File: config.mk
export PLATFORM = sky130hd
export DESIGN_NAME = mul_seq_ctrl
export DESIGN_NICKNAME = d
export VERILOG_FILES = /design/src/rtl/mul_seq_ctrl.sv
export SDC_FILE = /design/constraint.sdc
export NUM_CORES = 1
export LEC_CHECK = 0
export BUFFER_PORTS_ARGS = -buffer_cell sky130_fd_sc_hd__buf_2
export CORE_UTILIZATION = 40
export CTS_BUF_LIST = sky130_fd_sc_hd__clkbuf_2
export DETAILED_ROUTE_END_ITERATION = 10
export PLACE_DENSITY_LB_ADDON = 0.2
export SYNTH_ARGS = -nofsm -noshare
export SYNTH_HDL_FRONTEND = slang
export SYNTH_SLANG_ARGS = --single-unit
File: constraint.sdc
create_clock -name clock -period 7.04 [get_ports clock]
set_input_delay 0.352 -clock clock [delete_from_list [all_inputs] [get_ports clock]]
set_output_delay 0.352 -clock clock [all_outputs]
set_load 0.03 [all_outputs]
File: src/rtl/mul_seq_ctrl.sv
// Sequential signed 32x32 multiplier: radix-4 Booth, one digit per clock into a 64-bit accumulator.
// Latency 16 CALC cycles (1..16 with MUL_SEQ_EARLY_EXIT_EN), done pulses one cycle, result in hi/lo.
// No backpressure: start is only sampled in IDLE and never queued; requester waits for busy to fall.
module mul_seq_ctrl #(
  parameter int DIGITS = 16
) (
  input  logic        clock,
  input  logic        clear,
  input  logic        start,
  input  logic [31:0] M,
  input  logic [31:0] Q,
  output logic        busy,
  output logic        done,
  output logic [31:0] hi,
  output logic [31:0] lo
);

  localparam int JW = (DIGITS > 1) ? $clog2(DIGITS) : 1;
  localparam logic [JW-1:0] JLAST = JW'(DIGITS - 1);

  localparam logic [1:0] IDLE = 2'd0;
  localparam logic [1:0] CALC = 2'd1;
  localparam logic [1:0] DONE = 2'd2;

  logic [1:0]    state;
  logic [31:0]   mreg;
  logic [31:0]   qreg;
  logic [63:0]   acc;
  logic [JW-1:0] j;

  logic [32:0]   qext;
  logic [JW:0]   shamt;
  logic [2:0]    grp;
  logic [63:0]   m64;
  logic [63:0]   pp;
  logic [63:0]   acc_next;
  logic          finish;
`ifdef MUL_SEQ_EARLY_EXIT_EN
  logic [31:0]   qrest;
`endif

  always_comb begin
    // Q[-1] = 0 is supplied by the appended zero bit
    qext  = {qreg, 1'b0};
    shamt = {j, 1'b0};
    grp   = qext[shamt +: 3];
    m64   = {{32{mreg[31]}}, mreg};
    case (grp)
      3'b001, 3'b010: pp = m64;
      3'b011:         pp = m64 << 1;
      3'b100:         pp = -(m64 << 1);
      3'b101, 3'b110: pp = -m64;
      default:        pp = '0;
    endcase
    acc_next = acc + (pp << shamt);
`ifdef MUL_SEQ_EARLY_EXIT_EN
    // remaining digits are all zero once Q[31:2j+1] is a pure sign run
    qrest  = $signed(qreg) >>> {j, 1'b1};
    finish = (j == JLAST) || (qrest == 32'h0) || (qrest == 32'hFFFF_FFFF);
`else
    finish = (j == JLAST);
`endif
  end

  always_ff @(posedge clock or posedge clear) begin
    if (clear) begin
      state <= IDLE;
      mreg  <= '0;
      qreg  <= '0;
      acc   <= '0;
      j     <= '0;
      busy  <= 1'b0;
      done  <= 1'b0;
      hi    <= '0;
      lo    <= '0;
    end else begin
      case (state)
        IDLE: begin
          if (start) begin
            mreg  <= M;
            qreg  <= Q;
            acc   <= '0;
            j     <= '0;
            state <= CALC;
            busy  <= 1'b1;
          end
        end
        CALC: begin
          acc <= acc_next;
          j   <= j + 1'b1;
          if (finish) begin
            state <= DONE;
            hi    <= acc_next[63:32];
            lo    <= acc_next[31:0];
            done  <= 1'b1;
          end
        end
        default: begin
          state <= IDLE;
          busy  <= 1'b0;
          done  <= 1'b0;
        end
      endcase
    end
  end

endmodule
# Word level (Yosys, flattened, before mapping)
# Index checks and enable logic that the tools add are counted.
[classes]
muxes = 12
n_bitwise = 2
shifts = 2
n_eq_ne = 10
n_addsub = 4
reduce_logical = 10
[ops]
columns = ["cell", "n"]
rows = [
  ["one-hot mux 64 bit (4 select lines)", 1],
  ["negation 64 bit", 2],
  ["one-hot mux 64 bit (2 select lines)", 1],
  ["adder 64 bit", 1],
  ["two-way mux 64 bit", 1],
  ["<< shifter 64 x 5 -> 64 bit", 1],
  ["indexed part select 33 x 6 -> 3 bit", 1],
  ["AND reduction 2 bit", 6],
  ["== test 3 bit (second input constant)", 3],
  ["one-hot mux 4 bit (2 select lines)", 1],
  ["== test 3 x 2 -> 1 bit (second input constant)", 2],
  ["adder 4 x 1 -> 4 bit (second input constant)", 1],
  ["== test 4 bit (second input constant)", 1],
  ["two-way mux 2 bit", 2],
  ["two-way mux 4 bit", 1],
  ["inequality test 2 bit (second input constant)", 2],
  ["one-hot mux 1 bit (2 select lines)", 2],
  ["one-hot mux 2 bit (2 select lines)", 1],
  ["OR reduction 2 bit", 2],
  ["== test 3 x 1 -> 1 bit (second input constant)", 1],
  ["== test 2 x 1 -> 1 bit (second input constant)", 1],
  ["logical NOT 2 bit", 1],
  ["two-way mux 1 bit", 2],
  ["inverter 1 bit", 2],
  ["nonzero test 2 bit", 1],
]
[totals]
output_inout_bits = 66
elab_cells = 49
input_bits = 67
reg_bits = 200

# Logic depth before layout (Yosys ltp)
[depth]
word_depth = 7
mapped_depth = 27
depth_no_buf = 23

# Worst setup path after synthesis
# Ideal clock, no wire load.
[synth_path]
kind = "reg-to-reg"
startpoint = "register mreg[4]"
endpoint = "register acc[63]"
setup_slack_ns = 0.895
path_stages_with_launch = 25
synth_period_minus_slack_ns = 6.145
t_arrival_ns = 6.024
setup_ns = 0.121
path_cell_list = "dfrtp_1 -> clkbuf_1 -> nor4_2 -> nand4_1 -> or3_1 -> or2_2 -> ha_1 -> nor2_1 -> o21a_1 -> a211oi_1 -> mux2_2 -> a21oi_1 -> o21ai_0 -> mux2i_1 -> ha_1 -> clkbuf_1 -> nand4_1 -> or3_1 -> or4_1 -> o32a_1 -> o2111ai_1 -> a311o_1 -> xor2_1 -> o21bai_1 -> a22o_1"
[synth_between]
elab_chain_cells = 5
[synth_rtl]
columns = ["element", "line", "text"]
rows = [
  ["start: declaration", "26", "logic [31:0] mreg;"],
  ["start signal: assignment", "68", "mreg <= '0;"],
  ["start signal: assignment", "80", "mreg <= M;"],
  ["negation 64 bit, on equally long branches", "52, 51", ""],
  ["one-hot mux 64 bit (4 select lines) (*)", "48", "case (grp)"],
  ["<< shifter 64 x 5 -> 64 bit (*)", "55", "acc_next = acc + (pp << shamt);"],
  ["adder 64 bit (*)", "55", ""],
  ["one-hot mux 64 bit (2 select lines) (*)", "77", "case (state)"],
  ["end signal: assignment", "89", "acc <= acc_next;"],
  ["end: declaration", "28", "logic [63:0] acc;"],
]
# Every way passes the cells marked *; elsewhere a longest branch is shown, timed or not.
# A chain may end at the register's enable or synchronous reset.

# Final worst setup path
[layout_path]
startpoint = "register j[1]"
endpoint = "register acc[63]"
[layout_between]
elab_chain_cells = 7
[layout_rtl]
columns = ["element", "line", "text"]
rows = [
  ["start: declaration", "29", "logic [JW-1:0] j;"],
  ["start signal: assignment", "90", "j <= j + 1'b1;"],
  ["indexed part select 33 x 6 -> 3 bit", "46", "grp = qext[shamt +: 3];"],
  ["== test 3 bit, or another cell as far along", "48", ""],
  ["OR reduction 2 bit", "48", ""],
  ["one-hot mux 64 bit (4 select lines)", "48", ""],
  ["<< shifter 64 x 5 -> 64 bit (*)", "55", ""],
  ["adder 64 bit (*)", "55", ""],
  ["one-hot mux 64 bit (2 select lines) (*)", "77", ""],
]
# Marks and branches as above.

==> run metrics <==
Synth cell types 87; Final setup viols 0; normalized max-slew margin 0.315; Via-to-Cell Ratio 5.72; fin nets 2189; Post-synth EDFFs 0; Tightest Pin Transition 1.03 ns; ratio of final minimum period to clock period 0.962; area of the core 37800 um2; critical path, cell by cell mux4_1, mux4_2, clkinv_4, nand2_2, buf_4, nor2_1, a221oi_2, mux4_2, mux2_2, a21oi_1, ha_1, nand4_1, or3_1, or4_1, o32a_1, o2111ai_1, a311o_1, xor2_1, o21bai_1, a22o_1; CTS HTree Levels 4; Post-DP HPWL 37400 um; Reg area 5010 um2; CTS buffer count 17; Crit Path Category reg -> reg; clock latency on the worst-skew pair 0.93 ns; Synth warnings 0; Layout fillers 3742; Final Critical Period 6.77 ns; Crit-path slowest cell dfrtp_4; total of max-cap violations 0; critical path peak fanout 14; vias post-DR 14751; max-slew violation count 0; Finished Layout Cells 2577; CP most frequent cell mux4_2; Max stage delay on crit path 0.61 ns; total track usage 0.264; number of synthesized register bits 200; Post-Route WL 50700 um; first-pass GRT wire length 80700 um; HP Class in -> reg; initial core utilization 0.408; vias in the first global route 14509; nature of the critical path endpoint register; cell count after synthesis 1863; Syn Area/Cell 8.28 um2; # IOs 133; RSZ-0062 raised after global routing no; asr flop ratio synth 1.00; DRC marker count from the first detailed-route iteration 1168; Placed Cells incl. Taps 2477; clk buf depth 2; initial antenna violation count 1; die area 39300 um2; Root Buffer clkbuf_2; share of layout cells above drive strength 1 0.174; Post-DRT Antenna Nets 0; wire per inst 19.7 um; area of the multi-input gates 9830 um2; DRC 0; Post-synth top flop dfrtp_1; CP Data Arrival Time 7.60 ns; grt ovf 0; Mapped Area 15400 um2; Layout Skew 0.0581 ns; Reg clk slew, reported paths 0.28 ns; die width 198 um; Max Fclk 148 MHz; endpoints failing hold 0; CP Data Required Time 7.87 ns; sequential share of the synthesized area 0.325; die height 198 um; Site Rows 71; CTS tree built; reg2reg setup slack 0.27 ns; number of I/O port buffers 132; Layout area overhead 16.5%; Clock Sinks 200; gpl congestion 0.951; Post-Syn Nets 1997; TritonRoute pass-1 iters 7; largest net degree at the start of global routing 98; status completed; CP Launch Type register
-- logic make-up (layout without fill, tap and decap cells) --
group                    count (synthesis)  count (layout)  share of synthesized area
multiplexers                            84              84                     0.0745
other                                    0               1                          0
adder cells (fa/ha/maj)                 67              67                     0.0549
buffers and inverters                  153             355                     0.0436
XOR/XNOR                                79              79                     0.0454
AO/OA/AOI/OAI                          528             528                      0.243
AND/OR/NAND/NOR                        752             752                      0.214
flip-flops                             200             200                      0.325
-- layout by cell type, fill, tap and decap left out, drive strengths merged, types with 23 or more instances in the layout --
cell type / netlist / layout
xnor2: 42 / 42
dfrtp: 200 / 200
xor2: 37 / 37
a221oi: 27 / 27
mux2: 30 / 30
inv: 30 / 35
a211oi: 23 / 23
dlygate4sd3: 0 / 66
nand2: 427 / 427
o21ai: 98 / 98
a21o: 47 / 47
nor3: 46 / 46
buf: 36 / 228
a21oi: 92 / 92
a22o: 58 / 58
nand3: 29 / 29
mux2i: 33 / 33
ha: 66 / 66
nor2: 126 / 126
-- area by class of cell --
| cell class | count | share of cell area |
|---|---|---|
| multi-input cells | 1510 | 0.547 |
| flip-flops and latches | 200 | 0.279 |
| repair buffers | 294 | 0.114 |
| well taps | 511 | 0.0356 |
| clock inverters | 12 | 0.0119 |
| inverters | 32 | 0.00738 |
| clock buffers | 17 | 0.00474 |
| diodes | 1 | 0.000139 |
-- critical path: cells and delay by family (launching register included) --
kind / cells / cell delay [ns]
buf+inv: 2 / 0.36
compound gates: 7 / 1.57
flops: 1 / 0.61
fa+ha+maj: 1 / 0.17
mux: 4 / 2.00
xor+xnor: 1 / 0.26
simple gates: 5 / 1.71
-- flip-flops by register name (all words and copies together) (netlist names) --
name / flops
acc: 64
j: 4
busy: 1
lo: 32
hi: 32
state: 2
mreg: 32
qreg: 32
done: 1
-- metrics by stage --
| step | hold slack [ns] | setup TNS (ns) | util | area (um2) | setup WS [ns] |
|---|---|---|---|---|---|
| after floorplan | 0.437 | 0 | - | 15400 | 0.895 |
| after global placement | 0.452 | -0.167 | 0.448 | 16900 | -0.0683 |
| after detailed placement | 0.457 | -0.0285 | 0.448 | 16900 | -0.0285 |
| after CTS | 0.0175 | 0 | 0.473 | 17900 | 0.0696 |
| after global routing | 0.0541 | 0 | 0.476 | 18000 | 0.0101 |
| final | 0.121 | 0 | 0.476 | 18000 | 0.267 |
-- worst paths after layout --
path | cells after the start | to | from
worst max-delay path | 20 | acc[63]$_DFFE_PP0P_ | j[1]$_DFFE_PP0P_
worst min-delay path | 5 | qreg[17]$_DFFE_PP0P_ | start
worst max register to register | 20 | acc[63]$_DFFE_PP0P_ | j[1]$_DFFE_PP0P_
worst min register to register | 2 | lo[13]$_DFFE_PP0P_ | lo[13]$_DFFE_PP0P_
max in group asynchronous | 5 | j[1]$_DFFE_PP0P_ | clear
min in group asynchronous | 4 | acc[2]$_DFFE_PP0P_ | clear
-- metal layers --
| metal | share of wire | vias up | global-route usage |
|---|---|---|---|
| met5 | 0 | - | 0 |
| met4 | 0.015 | 0 | 0.0600 |
| met3 | 0.048 | 51 | 0.0414 |
| met2 | 0.46 | 432 | 0.428 |
| met1 | 0.48 | 7094 | 0.369 |
| li1 | - | 7174 | - |
-- cells in the mapped netlist, types with 7 or more instances --
cell type | count | area, um2
a21oi_1 | 92 | 460
a221oi_1 | 20 | 175
nand2_1 | 426 | 1600
o21bai_1 | 17 | 128
o21ai_0 | 87 | 435
clkbuf_1 | 84 | 315
mux2i_1 | 33 | 330
mux2_2 | 29 | 327
or3_1 | 16 | 100
nor2b_1 | 8 | 50.1
a221o_1 | 9 | 90.1
a211o_1 | 10 | 87.6
nor2_1 | 125 | 469
buf_1 | 16 | 60.1
nand3_1 | 27 | 135
a22oi_1 | 7 | 52.6
inv_1 | 29 | 109
a31oi_1 | 17 | 106
dfrtp_1 | 200 | 5000
or2_2 | 8 | 50.1
nor3_1 | 45 | 225
o211ai_1 | 13 | 97.6
xor2_1 | 37 | 324
nand4_1 | 22 | 138
a221oi_2 | 7 | 105
and2_1 | 16 | 100
buf_6 | 9 | 101
nor4_1 | 14 | 87.6
mux4_2 | 19 | 428
o21a_1 | 18 | 135
a21o_1 | 47 | 353
buf_2 | 10 | 50.1
o22ai_1 | 21 | 131
xnor2_1 | 41 | 359
and3_1 | 8 | 50.1
o21ai_1 | 11 | 55.1
a22o_1 | 58 | 508
ha_1 | 66 | 826
nor3b_1 | 7 | 52.6
or4_1 | 9 | 67.6
o31ai_1 | 13 | 97.6
a211oi_1 | 23 | 173
-- repair_timing --
item / 4_1_cts / 5_1_grt
gates resized for setup: 1 / 17
hold endpoints to repair: 159 / 0
pin swaps: 0 / 2
hold buffers: 66 / 0
buffers inserted: 0 / 4
setup endpoints to repair: 7 / 58
Power is left out: the tool's default activity adds up to more than one toggle a clock period on the data nets, which glitch-free logic cannot reach.
